===== src/rtl/rfid_frame_engine.sv =====
// rtl/rfid_frame_engine.sv - framed request parser, back-end command handshake and CRC-8 response/error frame transmitter
module rfid_frame_engine #(
  parameter int          MAX_PAYLOAD      = 16,
  parameter int          MAX_RSP          = 8,
  parameter logic [7:0]  REQ_MAGIC        = 8'hA5,
  parameter logic [7:0]  RSP_MAGIC        = 8'h5A,
  parameter logic [7:0]  CRC8_POLY        = 8'h07,
  parameter logic [7:0]  CRC_INIT         = 8'h00,
  parameter int          BYTE_TIMEOUT_CYC = 270000,
  parameter int          RSP_TIMEOUT_CYC  = 1350000
) (
  input  logic                     clk,
  input  logic                     rst,
  input  logic [7:0]               rx_data,
  input  logic                     rx_valid,
  output logic [7:0]               tx_data,
  output logic                     tx_valid,
  input  logic                     tx_ready,
  output logic                     cmd_valid,
  input  logic                     cmd_ready,
  output logic [7:0]               cmd_op,
  output logic [7:0]               cmd_len,
  output logic [8*MAX_PAYLOAD-1:0] cmd_payload,
  input  logic                     rsp_valid,
  input  logic [7:0]               rsp_status,
  input  logic [7:0]               rsp_len,
  input  logic [8*MAX_RSP-1:0]     rsp_payload,
  output logic                     busy,
  output logic [15:0]              crc_err_cnt
);

  localparam logic [7:0]  MAXP     = 8'(MAX_PAYLOAD);
  localparam logic [7:0]  MAXR     = 8'(MAX_RSP);
  localparam logic [31:0] BYTE_LIM = 32'(BYTE_TIMEOUT_CYC - 1);
  localparam logic [31:0] RSP_LIM  = 32'(RSP_TIMEOUT_CYC - 1);

  typedef enum logic [2:0] {
    S_HUNT, S_OP, S_LEN, S_PAYLOAD, S_CRCCHK, S_ISSUE, S_RSPWAIT, S_TX
  } state_t;

  state_t                   st_q, st_d;
  logic [7:0]               op_q, op_d;
  logic [7:0]               len_q, len_d;
  logic [7:0]               idx_q, idx_d;
  logic [7:0]               crc_q, crc_d;
  logic [31:0]              cnt_q, cnt_d;
  logic [8*MAX_PAYLOAD-1:0] payload_q, payload_d;
  logic [7:0]               status_q, status_d;
  logic [7:0]               rlen_q, rlen_d;
  logic [8*MAX_RSP-1:0]     rdata_q, rdata_d;
  logic [8:0]               txi_q, txi_d;
  logic [15:0]              err_cnt_q, err_cnt_d;

  logic [7:0] tx_byte;
  logic [7:0] data_byte;
  logic       tx_last;
  logic       byte_to;

  function automatic logic [7:0] crc8_step(input logic [7:0] crc, input logic [7:0] data);
    logic [7:0] c;
    c = crc ^ data;
    for (int b = 0; b < 8; b++) begin
      c = c[7] ? ({c[6:0], 1'b0} ^ CRC8_POLY) : {c[6:0], 1'b0};
    end
    return c;
  endfunction

  // Response byte sequence: magic, status, rlen, rlen data bytes, crc
  always_comb begin
    data_byte = 8'h00;
    for (int i = 0; i < MAX_RSP; i++) begin
      if (txi_q == 9'(i + 3)) data_byte = rdata_q[8*i +: 8];
    end
    tx_last = (txi_q == ({1'b0, rlen_q} + 9'd3));
    if (txi_q == 9'd0)      tx_byte = RSP_MAGIC;
    else if (txi_q == 9'd1) tx_byte = status_q;
    else if (txi_q == 9'd2) tx_byte = rlen_q;
    else if (tx_last)       tx_byte = crc_q;
    else                    tx_byte = data_byte;
  end

  always_comb begin
    st_d      = st_q;
    op_d      = op_q;
    len_d     = len_q;
    idx_d     = idx_q;
    crc_d     = crc_q;
    cnt_d     = cnt_q + 32'd1;
    payload_d = payload_q;
    status_d  = status_q;
    rlen_d    = rlen_q;
    rdata_d   = rdata_q;
    txi_d     = txi_q;
    err_cnt_d = err_cnt_q;
    byte_to   = !rx_valid && (cnt_q >= BYTE_LIM);

    case (st_q)
      S_HUNT: begin
        if (rx_valid && rx_data == REQ_MAGIC) begin
          crc_d     = CRC_INIT;
          payload_d = '0;
          idx_d     = 8'd0;
          st_d      = S_OP;
        end
      end
      S_OP: begin
        if (rx_valid) begin
          op_d  = rx_data;
          crc_d = crc8_step(crc_q, rx_data);
          st_d  = S_LEN;
        end
      end
      S_LEN: begin
        if (rx_valid) begin
          len_d = rx_data;
          crc_d = crc8_step(crc_q, rx_data);
          idx_d = 8'd0;
          st_d  = (rx_data == 8'd0) ? S_CRCCHK : S_PAYLOAD;
        end
      end
      S_PAYLOAD: begin
        if (rx_valid) begin
          crc_d = crc8_step(crc_q, rx_data);
          for (int i = 0; i < MAX_PAYLOAD; i++) begin
            if (idx_q == 8'(i)) payload_d[8*i +: 8] = rx_data;
          end
          idx_d = idx_q + 8'd1;
          if (idx_q + 8'd1 == len_q) st_d = S_CRCCHK;
        end
      end
      S_CRCCHK: begin
        if (rx_valid) begin
          if (rx_data != crc_q) begin
            status_d = 8'hEC;
            rlen_d   = 8'd0;
            st_d     = S_TX;
            if (err_cnt_q != 16'hFFFF) err_cnt_d = err_cnt_q + 16'd1;
          end else if (len_q > MAXP) begin
            status_d = 8'hEB;
            rlen_d   = 8'd0;
            st_d     = S_TX;
          end else begin
            st_d = S_ISSUE;
          end
        end
      end
      S_ISSUE: begin
        if (cmd_ready) st_d = S_RSPWAIT;
      end
      S_RSPWAIT: begin
        if (rsp_valid) begin
          status_d = rsp_status;
          rlen_d   = (rsp_len > MAXR) ? MAXR : rsp_len;
          rdata_d  = rsp_payload;
          st_d     = S_TX;
        end else if (cnt_q >= RSP_LIM) begin
          status_d = 8'hEE;
          rlen_d   = 8'd0;
          st_d     = S_TX;
        end
      end
      S_TX: begin
        if (tx_ready) begin
          if (tx_last) begin
            st_d = S_HUNT;
          end else begin
            if (txi_q != 9'd0) crc_d = crc8_step(crc_q, tx_byte);
            txi_d = txi_q + 9'd1;
          end
        end
      end
      default: st_d = S_HUNT;
    endcase

    // A byte arriving in the same cycle as the limit keeps the frame alive
    if ((st_q == S_OP || st_q == S_LEN || st_q == S_PAYLOAD || st_q == S_CRCCHK) && byte_to) begin
      status_d = 8'hED;
      rlen_d   = 8'd0;
      st_d     = S_TX;
    end

    if (st_d == S_TX && st_q != S_TX) begin
      txi_d = 9'd0;
      crc_d = CRC_INIT;
    end

    if (st_d != st_q || rx_valid || st_q == S_HUNT || st_q == S_ISSUE || st_q == S_TX)
      cnt_d = 32'd0;
    if (st_q == S_RSPWAIT && st_d == S_RSPWAIT)
      cnt_d = cnt_q + 32'd1;
  end

  always_ff @(posedge clk or posedge rst) begin
    if (rst) begin
      st_q      <= S_HUNT;
      op_q      <= 8'd0;
      len_q     <= 8'd0;
      idx_q     <= 8'd0;
      crc_q     <= 8'd0;
      cnt_q     <= 32'd0;
      payload_q <= '0;
      status_q  <= 8'd0;
      rlen_q    <= 8'd0;
      rdata_q   <= '0;
      txi_q     <= 9'd0;
      err_cnt_q <= 16'd0;
    end else begin
      st_q      <= st_d;
      op_q      <= op_d;
      len_q     <= len_d;
      idx_q     <= idx_d;
      crc_q     <= crc_d;
      cnt_q     <= cnt_d;
      payload_q <= payload_d;
      status_q  <= status_d;
      rlen_q    <= rlen_d;
      rdata_q   <= rdata_d;
      txi_q     <= txi_d;
      err_cnt_q <= err_cnt_d;
    end
  end

  assign busy        = (st_q != S_HUNT);
  assign cmd_valid   = (st_q == S_ISSUE);
  assign tx_valid    = (st_q == S_TX);
  assign tx_data     = tx_valid ? tx_byte : 8'h00;
  assign cmd_op      = op_q;
  assign cmd_len     = len_q;
  assign cmd_payload = payload_q;
  assign crc_err_cnt = err_cnt_q;

endmodule


===== config.mk =====
export PLATFORM = sky130hd
export DESIGN_NAME = rfid_frame_engine
export DESIGN_NICKNAME = d
export VERILOG_FILES = /design/src/rtl/rfid_frame_engine.sv
export SDC_FILE = /design/constraint.sdc
export NUM_CORES = 1
export LEC_CHECK = 0
export CORE_MARGIN = 3
export CORE_UTILIZATION = 50
export CTS_BUF_LIST = sky130_fd_sc_hd__clkbuf_4 sky130_fd_sc_hd__clkbuf_8
export DETAILED_ROUTE_END_ITERATION = 6
export GPL_TIMING_DRIVEN = 1
export PLACE_DENSITY = 0.77
export SKIP_CTS_REPAIR_TIMING = 1
export SLEW_MARGIN = 0
export SYNTH_ARGS = -nofsm -noshare
export SYNTH_HDL_FRONTEND = slang
export SYNTH_SLANG_ARGS = --single-unit

===== constraint.sdc =====
create_clock -name clk -period 27.8 [get_ports clk]
set_input_delay 8.34 -clock clk [delete_from_list [all_inputs] [get_ports clk]]
set_output_delay 8.34 -clock clk [all_outputs]
set_load 0.005 [all_outputs]

== After elaboration in Yosys (flattened, before gate mapping) ==
Cells that the tools add are included.
Widths: inputs -> output; s select.
Cells by class
  reductions and logical operators: 50
  bitwise operators: 18
  multiplexer cells: 95
  add/sub/neg operators: 5
  eq/ne operators: 69
  magnitude comparators: 4
Operators with widths (number)
  $mux 8: 50
  $mux 128: 2
  $pmux 128 s2: 1
  $mux 3: 29
  $reduce_and 4->1: 19
  $eq 8x4->1 const B: 8
  $mux 32: 2
  $not 3->3: 16
  $pmux 8 s3: 2
  $ne 2x2->1 const B: 19
  $eq 9x3->1 const B: 4
  $mux 9: 4
  $add 32x1->32 const B: 1
  $eq 8x3->1 const B: 4
  $ge 32x19->1 const B: 1
  $ge 32x21->1 const B: 1
  $pmux 8 s2: 2
  $eq 9x4->1 const B: 3
  $pmux 3 s8: 1
  $eq 3x3->1 const B: 6
  $eq 9x2->1 const B: 2
  $add 16x1->16 const B: 1
  $eq 8x2->1 const B: 2
  $logic_not 8->1: 2
  other kinds (36): 59
Word-level totals
  flip-flop bits (word level): 300
  input bits: 94
  logic and storage cells: 268

== Depth between registers and ports, before layout ==
  depth in word-level cells: 35
  gate-level depth with buffers: 15

== Worst setup path before layout ==
Ideal clock, no wire load.
  path type: input -> register
  start point: input port rx_data[4]
  end point: register cnt_q[15]
  slack: 16894 ps
  path buffers: 1
  arrival: 10787 ps
  stages on the path: 12
  required time: 27681 ps
  cells stage by stage: xnor2_1 > ha_1 > nand3_1 > nor3_1 > a31oi_1 > or4_4 > a21oi_4 > o31a_1 > nor3_1 > a311oi_2 > buf_6 > nor2_2
Between the ends
  cells in the longest elaborated chain, start to end: 12
Ends and longest elaborated chain
  start: declaration: RTL line 14  | input logic [7:0] rx_data,
  $ne 8x8->1 (tied with other cells): RTL line 133  | if (rx_data != crc_q) begin
  $mux 2 (tied with other cells): RTL line 133
  $mux 3 (on tied branches): RTL line 132, 114, 99
  $pmux 3 s8 (*): RTL line 97  | case (st_q)
  $mux 3 (*): RTL line 176  | if ((st_q == S_OP || st_q == S_LEN || st_q == S_PAYLOAD || st_q == S_CRCCHK) && byte_to) begin
  $ne 3x3->1: RTL line 187  | if (st_d != st_q || rx_valid || st_q == S_HUNT || st_q == S_ISSUE || st_q == S_TX)
  $logic_or 1x1->1 (4 in a row): RTL line 187
  $mux 32: RTL line 187
  $mux 32 (*): RTL line 189  | if (st_q == S_RSPWAIT && st_d == S_RSPWAIT)
  via cnt_d[15]: RTL line 46  | logic [31:0] cnt_q, cnt_d;
  end signal: assignment: RTL line 213  | cnt_q <= cnt_d;
  end: declaration: RTL line 46
The timed path passes the listed nets; every way through them passes the cells marked *.
A chain may end at the register's enable or synchronous reset.

== Worst setup path after layout ==
  start point: register txi_q[1]
  end point: output port tx_data[5]
Between the ends
  cells in the longest elaborated chain, start to end: 14
Ends and longest elaborated chain
  start: declaration: RTL line 51  | logic [8:0] txi_q, txi_d;
  start signal: assignment: RTL line 218  | txi_q <= txi_d;
  $eq 9x2->1: RTL line 72  | if (txi_q == 9'(i + 3)) data_byte = rdata_q[8*i +: 8];
  $mux 8 (8 in a row): RTL line 72
  $mux 8: RTL line 78  | else if (tx_last) tx_byte = crc_q;
  $mux 8: RTL line 77  | else if (txi_q == 9'd2) tx_byte = rlen_q;
  $mux 8: RTL line 76  | else if (txi_q == 9'd1) tx_byte = status_q;
  $mux 8 (*): RTL line 75  | if (txi_q == 9'd0) tx_byte = RSP_MAGIC;
  $mux 8 (*): RTL line 226  | assign tx_data = tx_valid ? tx_byte : 8'h00;
  end: declaration: RTL line 16  | output logic [7:0] tx_data,
Every way passes the cells marked *; elsewhere a longest branch is shown, timed or not.

==> flow_summary.yaml <==
global_route:
  grt_max_degree: 187
  antenna_found_initial: 0
  track_usage_pct: 27.39
  grt_pass1_wl_um: 69120
  overflow: 0
  grt_pass1_vias: 12660
worst_setup_path:
  crit_path_max_fanout: 27
  required_ns: 19.46
  end_kind: "output pin"
  r2r_cells: 6
  reg2reg_to: "cmd_payload[107]"
  regToRegSetupSlack_ns: 23.61
  r2r-start: "st_q[1]"
  path_class: "reg2out"
  cp-start-kind: "flip-flop"
  cp_data_arrival_time_ns: 4.43
pwr:
  seqPwrFrac_pct: 38.4
  power.internal_mw: 1.163
  p_per_area_nw_per_um2: 94.91
  swShare_pct: 34.50
  power_switching_mw: 0.6129
  pwr-share-clk_pct: 24.4
  p_leak_nw: 8.298
  ir_worst_vdd_uv: 65.76
  p_comb_share_pct: 37.2
final_layout:
  fillers: 2330
  syn2layout_area_growth_pct: 26.62
  drive_gt1_share_pct: 9.414
  num_antenna_cells: 0
  nNetsFinal: 1845
  finalNonFillerCells: 2158
detailed_routing:
  ant_nets: 0
  wl_um: 43690
  wire_per_inst_um: 20.24
  viasPerCell: 5.844
  drt_first_pass_iters: 7
  first_iter_violations: 992
  drc: 0
  vias: 12610
floorplanning:
  die_w_um: 177.9
  core_area_um2: 28940
  fp.dieH_um: 177.9
  start_util_pct: 51.08
  num_rows: 62
  dieArea_um2: 31660
  ios: 265
timing:
  tns_ns: 0
  skew_ns: 0.02545
  maxSlewHeadroom_pct: 13.81
  setup_viol: 0
  fin_crit_ns: 12.77
  maxSlewViolCount: 0
  fmax_ghz: 0.07829
  fin_crit_sh_pct: 45.94
  tightest_slew_ns: 1.293
  rsz0062_at_grt: "false"
  finalHoldViolCount: 0
place:
  dp.final_hpwl_um: 30320
  io_buffers: 264
  dpl.cell_count: 2071
  routabilityCongestion: 0.9375
clock_tree:
  clk_pin_slew_ns: 0.06
  cts_root_buffer: "clkbuf_8"
  htree_levels: 2
  cts_tree: "done"
  clock_sinks: 300
  clk_path_buf_depth: 3
  cts_buffers: 48
  worstSkewPairLatency_ns: 0.59
synthesis:
  synth.avg_cell_area_um2: 9.840
  synthCells: 1502
  netlist_top_cells_count: "dfrtp_1, nand2_1, a22o_1"
  synth.most_common_cell: "dfrtp_1"
  synthArstFlopShare_pct: 100.0
  yosysUniqueCellTypes: 90
  synthTopCellsByArea: "dfrtp_1, nand2_1, a22o_1"
  yosysSeqAreaShare_pct: 50.79
  synth-seq-cells: 300
  synth_top_cell_by_area: "dfrtp_1"
  synth_top_area_share_pct: 50.79
  synth_edf_count: 0
  yosysWarnings: 0
  syn_area_um2: 14780
  ys.flop_type: "dfrtp_1"
worst_hold_path:
  hold_path.class: "reg2reg"
  whs_endpoint: "rdata_q[43]"
  hold_path_depth: 2
  worstHoldStart: "rdata_q[43]"
outcome:
  outcome: "finished clean"
run:
  cap_viol_max_count: 0
==> power groups by stage <==
stage,sequential [mW],clock (mW),combinational [mW]
2_1_floorplan,0.651,0,0.377
3_3_place_gp,0.681,0,0.648
3_5_place_dp,0.680,0,0.660
4_1_cts,0.678,0.441,0.664
5_1_grt,0.696,0.459,0.725
6_report,0.682,0.434,0.660
==> routing by layer <==
layer	up-vias	part of all wire (%)	global-route usage (%)
li1	5772	-	-
met1	6262	43	38.00
met2	484	46	42.79
met3	94	7.6	6.140
met4	0	3.0	9.031
met5	-	0	0
==> worst max-delay path, cell delays in order, from the launching register on <==
cell             delay [ns]
dfrtp_1                0.44
inv_1                  0.10
ha_1                   0.76
nor2b_1                0.73
nor3_1                 0.10
o21ai_1                0.17
a221oi_1               0.12
a211oi_2               0.32
a21oi_1                0.15
a211oi_1               0.39
clkdlybuf4s50_1        0.58
==> area by class of cell <==
class / instances / area [um2] / area share (%)
repair buffers: 269 / 2693 / 14.39
clock inverters: 16 / 207.7 / 1.110
clock buffers: 71 / 908.4 / 4.854
inverters: 29 / 116.4 / 0.6217
multi-input cells: 1089 / 6803 / 36.35
flip-flops and latches: 300 / 7507 / 40.11
well taps: 384 / 480.5 / 2.567
==> layout by cell type (no fill, tap or decap), drive strengths merged, types with 10 or more instances in the layout <==
cell type / count
dfrtp: 300
nand2: 295
clkdlybuf4s50: 264
a22o: 120
nor2: 113
clkbuf: 71
a21oi: 63
xnor2: 59
o21ai: 56
xor2: 37
nand3: 37
inv: 30
nor3: 26
mux2: 23
and3: 22
nor2b: 14
ha: 14
nand4: 12
conb: 11
nand2b: 10
==> how the worst max path moves through the flow <==
stage                     slack [ns]          to  cells past startpoint        from
final                          15.03  tx_data[5]                     10    txi_q[1]
after floorplan                11.17  cmd_len[0]                      1         rst
after global routing           14.76  tx_data[5]                     10    txi_q[1]
after detailed placement       15.70    crc_q[1]                     10  rx_data[4]
after global placement         15.83    crc_q[4]                     10  rx_data[4]
after CTS                      15.13  tx_data[5]                     10    txi_q[1]
==> flip-flops by register name (all words and copies together), names as in the netlist, 8 cells and up <==
register,count
cmd_len,8
cmd_op,8
crc_q,8
crc_err_cnt,16
idx_q,8
rdata_q,64
status_q,8
cmd_payload,128
txi_q,9
cnt_q,32
rlen_q,8
==> kinds of logic (layout without fill, tap and decap cells) <==
kind of cell | Yosys count | after routing | share of synthesized area, %
AOI/OAI and AO/OA | 353 | 353 | 18.07
xor gates and xnor gates | 96 | 96 | 5.816
adders and majority gates | 14 | 14 | 1.185
buffers and inverters | 123 | 385 | 3.555
DFF | 300 | 300 | 50.79
muxes | 27 | 27 | 2.023
other | 1 | 11 | 0.02537
and+or+nand+nor | 588 | 588 | 18.54
==> stage by stage <==
stage	util (%)	hold slack [ns]	total power, mW	area [um2]	worst slack (ns)
after floorplan	-	0.4385	1.028	14820	11.17
after global placement	60.82	0.4642	1.329	17600	15.83
after detailed placement	60.82	0.4638	1.341	17600	15.70
after CTS	64.68	0.4795	1.783	18720	15.13
after global routing	64.68	0.4975	1.880	18720	14.76
final	64.68	0.4791	1.776	18720	15.03
(Power assumes the default switching activity.)
==> variant 1 (config.mk and constraints unchanged) <==
Set the parameter `MAX_RSP` to 9 (it was 8).
--- a/src/rtl/rfid_frame_engine.sv
+++ b/src/rtl/rfid_frame_engine.sv
@@ -3,3 +3,3 @@
   parameter int          MAX_PAYLOAD      = 16,
-  parameter int          MAX_RSP          = 8,
+  parameter int          MAX_RSP          = 9,
   parameter logic [7:0]  REQ_MAGIC        = 8'hA5,
Ports: changed (resized rsp_payload); port bits go from 265 to 273. The function was not compared with the original's and may differ.
==> variant 1 against the unedited design <==
- setup slack better by 320 ps
- combinational power is 22% higher
- sequential cell count increased by 8
- routed wire length shrank 0.73%
- area after synthesis increased by 1.5%
- final area up 1.3%
- sequential share of layout area up 0.55 points
- maximum frequency increased by 2.6%
- total power up 11%
- non-clock buffer count is 11 higher
==> variant 1: results (changes against the unedited design) <==
Static Leak 8.37 nW (+0.90%); async set or reset register ratio after synthesis 1.00 (unchanged); layout cells sized above 1 0.0758 (-0.0183); Hold Crit Depth 1 (-1); CTS root buffer clkbuf_8; R2R depth 12 (+6); number of flip-flops in the largest register 128 (unchanged); Clock Skews 20.5 ps (-4.99 ps); met1 Resource Use GR 0.371 (-0.00853); GR met3 Demand/Resource 0.0487 (-0.0127); largest net degree at the start of global routing 165 (-12%); WL met3 3510 µm (+5.7%); crit-path leading delay family compound AO/OA/AOI/OAI gates; WL met2 20400 µm (+0.21%); Detail Placement HPWL 31100 µm (+2.7%); Distinct cells, synth 81 (-10%); CTS buffer count 50 (+4.2%); Iteration-0 DRC Markers 1366 (+38%); startpoint type of the worst setup path flop; gr usage total 0.267 (-0.00730); Max transition margin 0.322 (+0.184); setup slack, reg-to-reg 23590 ps (-20 ps); I/O Buffers 272 (+3.0%); CTS Buffer Depth 3 (unchanged); slowest stage delay, CP 560 ps (-200 ps); placed cell area 0.0179 mm² (+1.5%); drt total wl 43400 µm (-0.73%); Clock Latency Late Sink 590 ps (about the same); HP Start cnt_q[0]$_DFF_PP0_; top routing layer in use met4; CTS clk-pin slew, worst paths 60 ps (about the same); Placer Congestion 0.954 (+1.7%); Synth Warn # 0 (unchanged); initial antenna violation count 3 (+3); first-pass GRT wire length 68300 µm (-1.2%); H-tree depth 2 (unchanged); Top FF cell, synth dfrtp_1; TritonRoute pass-1 iters 5 (-2); Hold Path Sink cnt_q[0]$_DFF_PP0_; sequential area share after synthesis 0.514 (+0.00585); Hold Crit Class flop to flop; r2r endpoint crc_q[3]$_DFFE_PP0P_; FF-to-FF Start rlen_q[0]$_DFFE_PP0P_; outcome completed; NumNets Final 1937 (+5.0%); CP endpoint tx_data[2]; Metal-1 WL 18500 µm (-1.2%); synth top area cells dfrtp_1, nand2_1, a22o_1; Peak VDD IR 0.0549 mV (-17%); Synth top cells by count nand2_1, dfrtp_1, nor2_1, a22o_1, o21ai_0; crit path DAT 4110 ps (-320 ps); GR Util met2 0.432 (+0.00369); vias after detailed routing 12988 (+3.0%); crit path max-delay cell type clkdlybuf4s50_1; worst-path fanout max 13 (-52%)
-- variant 1: changes by cell type after synthesis, moves of 6 or more --
cell,delta
nand2_1,+58
o21ai_0,+48
a22o_1,-24
nor2_2,-21
buf_2,-13
nor2_1,+13
o21ai_1,-11
and2_1,+9
clkbuf_8,+8
dfrtp_1,+8
mux2_2,-6
nor3_1,-6
-- variant 1: cell type report --
class,count,area [µm²]
multi-input cells,1149,6740
clock inverters,12,82.6
flip-flops and latches,308,7710
clock buffers,78,1010
fillers,2395,10200
inverters,32,128
repair buffers,280,2800
well taps,384,480
diodes,3,7.51
-- variant 1: kinds of logic after synthesis --
family          synth area share
simple gates               0.194
compound gates             0.173
flops                      0.514
buf+inv                   0.0394
xor+xnor                  0.0537
mux                       0.0148
fa+ha+maj                 0.0117
other cells             0.000250
-- variant 1: worst register-to-register path, stage by stage (launching register included) --
cell and delay [ps]:
dfrtp_1 470, inv_1 120, ha_1 280, nand2b_1 180, or3_1 350, and3_1 180
a311o_1 310, and3_2 330, a31oi_1 270, o211a_1 250, and3b_1 790, nor3_4 170
a221o_1 390
-- variant 1: power breakdown --
group	total [mW]	leakage (nW)	internal [mW]	switching (mW)
clock network	0.417	0.579	0.233	0.184
registers	0.746	3.94	0.606	0.140
logic	0.807	3.85	0.408	0.398
total	1.97	8.37	1.25	0.723
-- variant 1: stage by stage --
step                total power [mW]  setup WS [ps]  hold WS, ps  cells   util
floorplan                       1.18          10940          437   1582      -
global placement                1.53          15850          464   2153  0.612
detailed placement              1.55          15770          468   2153  0.612
CTS                             1.97          15400          476   2243  0.650
global route                    2.10          15070          498   2246  0.650
finish                          1.97          15350          473   2246  0.650
==> variant 2 (config.mk and constraints unchanged) <==
Without the edit above. Encoding of `state_t`: now Gray code (3 bits for 8 states).
--- a/src/rtl/rfid_frame_engine.sv
+++ b/src/rtl/rfid_frame_engine.sv
@@ -37,3 +37,3 @@
   typedef enum logic [2:0] {
-    S_HUNT, S_OP, S_LEN, S_PAYLOAD, S_CRCCHK, S_ISSUE, S_RSPWAIT, S_TX
+    S_HUNT = 3'b000, S_OP = 3'b001, S_LEN = 3'b011, S_PAYLOAD = 3'b010, S_CRCCHK = 3'b110, S_ISSUE = 3'b111, S_RSPWAIT = 3'b101, S_TX = 3'b100
   } state_t;
Check against the original RTL: same outputs for any inputs over 4 cycles, from zero or initial values and one cycle with rst high; so few cycles prove little.
==> variant 2 against the unedited design <==
- largest power group is now combinational logic
- critical endpoint is now tx_data[4]
- clock skew is 12 ps lower
- area after synthesis is 1.5% lower
- routed wire length is 6.1% lower
- maximum frequency is 0.14% lower
- setup slack worse by 18 ps
- sequential cell count stayed put
- total power is 1.0% lower
- non-clock buffer count is 3 higher
- final cell count is 0.51% higher
- sequential power is 7.0% lower
- highest routed layer is now met5
- final area is 1.6% lower
- largest cell class unchanged
==> variant 2: results (changes against the unedited design) <==
outcome completed; Detail Placement HPWL 29400 µm (-3.0%); CTS buffer count 48 (unchanged); DR vias/cell 5.77 (-1.3%); CP endpoint tx_data[4]; crit-path leading delay family compound AO/OA/AOI/OAI gates; NumNets Final 1863 (+0.98%); HP Start rdata_q[48]$_DFFE_PP0P_; r2r endpoint crc_q[4]$_DFFE_PP0P_; Top FF cell, synth dfrtp_1; TritonRoute pass-1 iters 5 (-2); Placer Congestion 0.936 (-0.21%); Clock Latency Late Sink 570 ps (-20 ps); R2R depth 9 (+3); synth top area cells dfrtp_1, nand2_1, a22o_1; Iteration-0 DRC Markers 1088 (+9.7%); crit path DAT 4450 ps (+20 ps); hold slack 467 ps (-12.6 ps); number of flip-flops in the largest register 128 (unchanged); Distinct cells, synth 78 (-13%); slowest stage delay, CP 890 ps (+130 ps); layout cells sized above 1 0.0771 (-0.0170); Worst-Margin Slew 1110 ps (-187 ps); Static Leak 8.10 nW (-2.4%); Peak VDD IR 0.0440 mV (-33%); worst-path fanout max 28 (+3.7%); crit path max-delay cell type dfrtp_1; Synth top cells by count nand2_1, dfrtp_1, a22o_1, nor2_1, o21ai_0; first-pass GRT wire length 65200 µm (-5.7%); vias in the first global route 12091 (-4.5%); initial antenna violation count 2 (+2); sequential area share after synthesis 0.516 (+0.00786); largest net degree at the start of global routing 154 (-18%); setup slack, reg-to-reg 23610 ps (about the same); Clock Skews 13.8 ps (-11.7 ps); # fillers 2265 (-2.8%); post-route antenna net violation count 0 (unchanged); gr usage total 0.259 (-0.0148); Hold Path Sink rdata_q[48]$_DFFE_PP0P_; FF-to-FF Start txi_q[2]$_DFFE_PP0P_; drt total wl 41000 µm (-6.1%)
-- variant 2: changes by cell type after synthesis, moves of 11 or more --
| cell | change |
|---|---|
| o21ai_0 | +38 |
| nor2_2 | -21 |
| clkbuf_1 | +11 |
| a22o_1 | -23 |
| nand2_1 | +34 |
| o21ai_1 | -12 |
-- variant 2: metrics by stage --
stage           util  instances  power (mW)  setup WS, ps  instance area, µm²
2_1_floorplan      -       1529        1.09         11170               14600
3_3_place_gp   0.617       2083        1.36         15730               17400
3_5_place_dp   0.617       2083        1.37         15700               17400
4_1_cts        0.652       2167        1.76         15050               18400
5_1_grt        0.652       2167        1.87         14660               18400
6_report       0.652       2169        1.76         15010               18400
-- variant 2: layer usage --
metal / track usage / part of all wire
met1: 0.350 / 0.42
met5: 0 / 0.00032
met2: 0.430 / 0.48
met4: 0.0779 / 0.026
met3: 0.0476 / 0.071
-- variant 2: kinds of logic after synthesis --
| logic type | after synthesis | synth area share |
|---|---|---|
| AOI/OAI and AO/OA | 345 | 0.167 |
| xor gates and xnor gates | 97 | 0.0589 |
| adders and majority gates | 14 | 0.0120 |
| buffers and inverters | 118 | 0.0322 |
| DFF | 300 | 0.516 |
| muxes | 26 | 0.0198 |
| other | 1 | 0.000258 |
| and+or+nand+nor | 618 | 0.194 |
-- variant 2: cell type report --
cell class,count,share of cell area
Sequential cell,300,0.408
Multi-Input combinational cell,1111,0.361
Timing Repair Buffer,272,0.147
Clock buffer,77,0.0514
Tap cell,378,0.0257
Inverter,22,0.00489
Clock inverter,7,0.00279
Antenna cell,2,0.000272
-- variant 2: report_power, final --
| group | switching (mW) | internal [mW] |
|---|---|---|
| Combinational | 0.409 | 0.330 |
| Sequential | 0.0924 | 0.541 |
| Clock | 0.169 | 0.216 |
